**config.mk**
```make
export PLATFORM = sky130hd
export DESIGN_NAME = estagio_ula_dr
export DESIGN_NICKNAME = d
export VERILOG_FILES = /design/src/rtl/ncl_pkg.sv /design/src/rtl/ncl_completion.sv /design/src/rtl/estagio_ula_dr.sv
export SDC_FILE = /design/constraint.sdc
export NUM_CORES = 1
export LEC_CHECK = 0
export ABC_CLOCK_PERIOD_IN_PS = 3400
export CORE_MARGIN = 4
export CORE_UTILIZATION = 40
export CTS_CLUSTER_DIAMETER = 200
export DETAILED_ROUTE_END_ITERATION = 12
export GPL_TIMING_DRIVEN = 0
export HOLD_SLACK_MARGIN = 0.02
export PLACE_DENSITY = 0.68
export SLEW_MARGIN = 20
export SYNTH_ARGS = -nofsm -noshare
export SYNTH_HDL_FRONTEND = slang
export SYNTH_SLANG_ARGS = --single-unit
```
**constraint.sdc**
```tcl
create_clock -name clk -period 3.4 [get_ports clk]
set_input_delay 0.34 -clock clk [delete_from_list [all_inputs] [get_ports clk]]
set_output_delay 0.34 -clock clk [all_outputs]
set_load 0.02 [all_outputs]
```
**src/rtl/ncl_pkg.sv**
```systemverilog
// Shared dual-rail (NCL) definitions: rail codes, opcode/state enums and
// single-bit rail encode/decode helpers.
package ncl_pkg;
  localparam logic [1:0] NULL = 2'b00;
  localparam logic [1:0] D0   = 2'b01;
  localparam logic [1:0] D1   = 2'b10;

  typedef enum logic [1:0] {ADD = 2'd0, SUB = 2'd1, AND = 2'd2, XOR = 2'd3} opcode_e;
  typedef enum logic [1:0] {S_NULL = 2'd0, S_DATA = 2'd1, S_ERR = 2'd2} state_e;

  function automatic logic [1:0] dr_enc(input logic v);
    return v ? D1 : D0;
  endfunction

  // Only meaningful for a DATA pair; rail1 carries the logical value.
  function automatic logic dr_dec(input logic [1:0] p);
    return p[1];
  endfunction
endpackage

```
**src/rtl/ncl_completion.sv**
```systemverilog
// Completion detector over N dual-rail pairs: full DATA, full NULL, or any
// illegal 11 pair.
module ncl_completion #(
  parameter int N = 8
) (
  input  logic [2*N-1:0] w,
  output logic           data_ok,
  output logic           null_ok,
  output logic           ill
);
  logic [N-1:0] pair_dat, pair_ill;

  for (genvar i = 0; i < N; i++) begin : g_pair
    assign pair_dat[i] = ^w[2*i +: 2];
    assign pair_ill[i] = &w[2*i +: 2];
  end

  assign data_ok = &pair_dat;
  assign null_ok = ~|w;
  assign ill     = |pair_ill;
endmodule

```
**src/rtl/estagio_ula_dr.sv**
```systemverilog
// Clocked dual-rail ALU stage: four-phase ack handshake, registered DATA
// result with flags, sticky illegal-encoding trap and token counter.
module estagio_ula_dr
  import ncl_pkg::*;
#(
  parameter int W    = 8,
  parameter int CNTW = 8
) (
  input  logic            clk,
  input  logic            rst,
  input  logic [2*W-1:0]  a,
  input  logic [2*W-1:0]  b,
  input  logic [3:0]      opr,
  input  logic            ack_in,
  output logic [2*W-1:0]  soma,
  output logic [1:0]      of,
  output logic [1:0]      neg,
  output logic [1:0]      zero,
  output logic [1:0]      cy,
  output logic            ack_out,
  output logic            err,
  output logic [CNTW-1:0] tok_cnt
);
  logic data_ok, null_ok, ill;

  ncl_completion #(.N(2*W+2)) u_cmp (
    .w       ({opr, b, a}),
    .data_ok (data_ok),
    .null_ok (null_ok),
    .ill     (ill)
  );

  logic [W-1:0] a_l, b_l;
  for (genvar i = 0; i < W; i++) begin : g_dec
    assign a_l[i] = dr_dec(a[2*i +: 2]);
    assign b_l[i] = dr_dec(b[2*i +: 2]);
  end

  opcode_e op;
  assign op = opcode_e'({dr_dec(opr[3:2]), dr_dec(opr[1:0])});

  // SUB reuses the adder as a + ~b + 1, so cy reads as "no borrow".
  logic         is_sub;
  logic [W-1:0] b_eff, res;
  logic [W:0]   sum;
  logic         ov, c;

  always_comb begin
    is_sub = (op == SUB);
    b_eff  = is_sub ? ~b_l : b_l;
    sum    = {1'b0, a_l} + {1'b0, b_eff} + {{W{1'b0}}, is_sub};
    res    = sum[W-1:0];
    ov     = (a_l[W-1] == b_eff[W-1]) && (sum[W-1] != a_l[W-1]);
    c      = sum[W];
    case (op)
      AND: begin res = a_l & b_l; ov = 1'b0; c = 1'b0; end
      XOR: begin res = a_l ^ b_l; ov = 1'b0; c = 1'b0; end
      default: ;
    endcase
  end

  state_e state, nxt;
  logic   capture;

  assign capture = (state == S_NULL) && !ill && data_ok && ack_in;

  always_ff @(posedge clk) begin
    if (rst) state <= S_NULL;
    else     state <= nxt;
  end

  always_comb begin
    nxt = state;
    case (state)
      S_NULL: if (ill) nxt = S_ERR;
              else if (data_ok && ack_in) nxt = S_DATA;
      S_DATA: if (ill) nxt = S_ERR;
              else if (null_ok && !ack_in) nxt = S_NULL;
      S_ERR:  nxt = S_ERR;
      default: nxt = S_ERR;
    endcase
  end

  logic [W-1:0] res_q;
  logic         of_q, cy_q;

  always_ff @(posedge clk) begin
    if (rst) begin
      res_q   <= '0;
      of_q    <= 1'b0;
      cy_q    <= 1'b0;
      tok_cnt <= '0;
    end else if (capture) begin
      res_q   <= res;
      of_q    <= ov;
      cy_q    <= c;
      tok_cnt <= tok_cnt + 1'b1;
    end
  end

  // Rails are only driven in S_DATA; every other state presents NULL.
  always_comb begin
    soma    = '0;
    of      = NULL;
    neg     = NULL;
    zero    = NULL;
    cy      = NULL;
    ack_out = 1'b0;
    err     = 1'b0;
    case (state)
      S_NULL: ack_out = 1'b1;
      S_DATA: begin
        for (int i = 0; i < W; i++) soma[2*i +: 2] = dr_enc(res_q[i]);
        of   = dr_enc(of_q);
        neg  = dr_enc(res_q[W-1]);
        zero = dr_enc(res_q == '0);
        cy   = dr_enc(cy_q);
      end
      S_ERR: err = 1'b1;
      default: err = 1'b1;
    endcase
  end
endmodule

```
==> run summary <==
The run finished with clean final reports. The power density over the cells came out at 221.8 nW/um2. Setup repair after global routing left no endpoint under its margin. For this run, the detailed router's first-pass iteration total came to 4.

The total power is 0.7055 mW. The tightest slew margin relative to the limit came out at 0.6621. The final worst clock skew is 4.202 ps.

The number of top-level pins came out at 73. Entering global routing, the biggest net connects 13 pins. The fraction of layout cells with a size suffix above 1 came out at 0.04110. In the routed layout, each cell is associated on average with a via count of 4.920. In this run the remaining antenna-violating nets after routing total 0. The element type at the critical path start is a primary input. The pre-CTS setup slack is 15.05 ps.

CTS built an H-tree with a depth of 1. The final critical-path share of the clock period came out at 0.9161. Counting flops with a built-in enable in the synthesized netlist gives 0. The violation count after the first detailed-route iteration came out at 36. In this design, the largest share of critical-path delay is due to compound AO/OA/AOI/OAI gates.

By count the netlist is led by ha_1, inv_1, nor2_1. The first global-routing pass estimated 9597 um of wire. The share of synthesized area in the top cell type comes to 0.2831.

The floorplan has 27 rows. The number of antenna violations at the first check in global routing is 0. The static leakage power came out at 1.454 nW.

The final routed wirelength across all metal layers is 5842 um. The critical path start-end classification is in -> reg. The category of the worst setup path capture point is a flip-flop. Max-cap violations in this run came to 0. The synthesis-to-layout area growth is 38.38%.

The routability-driven placement congestion ratio is 0.8295. The buffer and inverter count on the worst path is 3. In the post-synthesis netlist, the biggest area contributors are ha_1, dfxtp_1, inv_1. The commonest register cell after synthesis is dfxtp_1.

The detailed-route wire length per cell is 13.37 um. The starting utilization of the core area came out at 0.4149. The number of DRC violations after detailed routing is 0.

The number of standard cells after synthesis came out at 289. The area of the die came out at 7023 um2. The final layout net count came out at 458.

The time the final worst path needs with I/O delays and setup came out at 3115 ps. The signal on the critical path passes through clkdlybuf4s50_1, buf_2, nand2b_1, buf_2, xnor2_1, fa_1, a21o_1, a21o_1, a21oi_1, mux2i_1, o31ai_1, a211oi_1. The critical path required time is 3530 ps. Of all nets on the critical path, the largest fanout is 10. The count of warnings emitted by yosys is 0.

ha_1 takes more of the synthesized area than any other cell. The number of library cell types mapped by synthesis is 42. Summed over all failing endpoints, the final setup total negative slack is 0 ps.

Clock-pin slew was measured on the worst setup and hold paths at 70 ps. The design area is 3181 um2. The maximum root-to-sink buffer count is 2. The share of the Yosys chip area taken by registers is 0.1742. The antenna diode count came out at 0. The count of input and output buffers came out at 72.

The worst stage delay on the critical path is 490 ps. The die boundary height came out at 83.81 um. The routed layout has 2,150 vias. The number of nets produced by synthesis is 381. The post-CTS repair timing setup buffer count came out at 0. The via count of the first global-routing pass came to 2,044.

The area of the core is 5540 um2. The global route total overflow came out at 0. For the worst-skew pair, the clock arrives at the later sink with an insertion delay of 250 ps. The overall die width came out at 83.81 um. The quantity of gates resized following cts came out at 0. The number of failing hold endpoints at the final stage came out at 0.

The max-slew violation total from the final report came to 0. The largest individual stage delay along the critical path comes from the cell clkdlybuf4s50_1. The mean area per synthesized cell came out at 7.953 um2.

The fraction of registers with async set or reset after synthesis is 0. The netlist area before placement came out at 2298 um2. The total of endpoints with negative setup slack in the final report is 0.

On the final layout, the worst hold slack is 487.9 ps. In this run the cell area measured after placement is 3109 um2. The peak supply drop came out at 0.0001875 V. CTS placed an instance of clkbuf_8 at the clock tree root. The arrival time of the worst setup path came out at 3240 ps. The post-synthesis register bit count is 20. The total track usage came out at 0.1629.

The least setup slack across all paths after layout came out at 285.4 ps. For the pin with the worst max-slew slack, the measured transition is 504.9 ps. The tightest min-delay check is of the reg -> reg type.

For this run, the top clock speed supported by timing is 321.1 MHz. The placed wire-length estimate is 5138 um. The total CTS buffers is 3. The number of clock sinks came out at 20. TritonCTS built the clock tree.

The hold buffer count at cts is 0. The most common cell in the synthesized netlist is ha_1.
cell usage in the layout (no fill, tap or decap), types with 5 or more instances in the layout:
cell type	netlist	routed
clkdlybuf4s50_1	0	72
ha_1	52	52
inv_1	41	41
nor2_1	32	32
dfxtp_1	20	20
nand2_1	17	17
xnor2_1	16	16
and2_1	11	11
nand4_1	11	11
mux2i_1	9	9
nor4_1	8	8
a21oi_1	6	6
clkbuf_1	5	5
a211oi_1	5	5
logic make-up after synthesis:
group | Yosys count | share of synthesized area
and+or+nand+nor | 103 | 0.2281
buffers and inverters | 53 | 0.09526
adders and majority gates | 53 | 0.2918
AOI/OAI and AO/OA | 31 | 0.09419
DFF | 20 | 0.1742
xor gates and xnor gates | 19 | 0.07240
muxes | 10 | 0.04409
worst reg2reg max path, delay by kind of cell (launching register included):
kind                   cells  cell delay, ps
AOI/OAI and AO/OA          2             380
buffers and inverters      2             340
DFF                        1             360
and+or+nand+nor            4            1230
per-layer routing:
layer | up-vias | track usage | share of wire
met3 | 2 | 0.02172 | 0.054
met5 | - | 0 | 0
met2 | 65 | 0.2936 | 0.48
met1 | 950 | 0.2116 | 0.47
met4 | 0 | 0.01901 | 0.0024
li1 | 1133 | - | -
power breakdown:
group	leakage, nW	internal, mW	switching (mW)
clock network	0.0357	0.157	0.0740
registers	0.161	0.235	0.00104
logic	1.26	0.121	0.118
total	1.45	0.512	0.193
state kept, by name, indices dropped and copies added, names as in the netlist:
name and flops:
of_q 1, cy_q 1, state 2, tok_cnt 8, res_q 8
cell type report:
cell class / count / area [um2]
fillers: 523 / 2360
plain buffers: 12 / 65.06
repair buffers: 72 / 720.7
flip-flops and latches: 20 / 400.4
well taps: 72 / 90.09
inverters: 41 / 153.9
clock buffers: 3 / 41.29
multi-input cells: 216 / 1679
clock inverters: 1 / 30.03
stage by stage:
stage / utilization / cells
after floorplan: - / 289
after global placement: 0.5612 / 433
after detailed placement: 0.5612 / 433
after CTS: 0.5741 / 437
after global routing: 0.5741 / 437
final: 0.5741 / 437
path summary, 6_finish.rpt:
path	from	end	slack, ps	depth (start not counted)
worst min register to register	cy_q	cy_q	490	2
worst max register to register	state[1]	res_q[7]	1040	8
worst min-delay path	cy_q	cy_q	490	2
worst max-delay path	opr[1]	res_q[6]	290	12
Note: power is estimated with default switching activity, not from simulation.
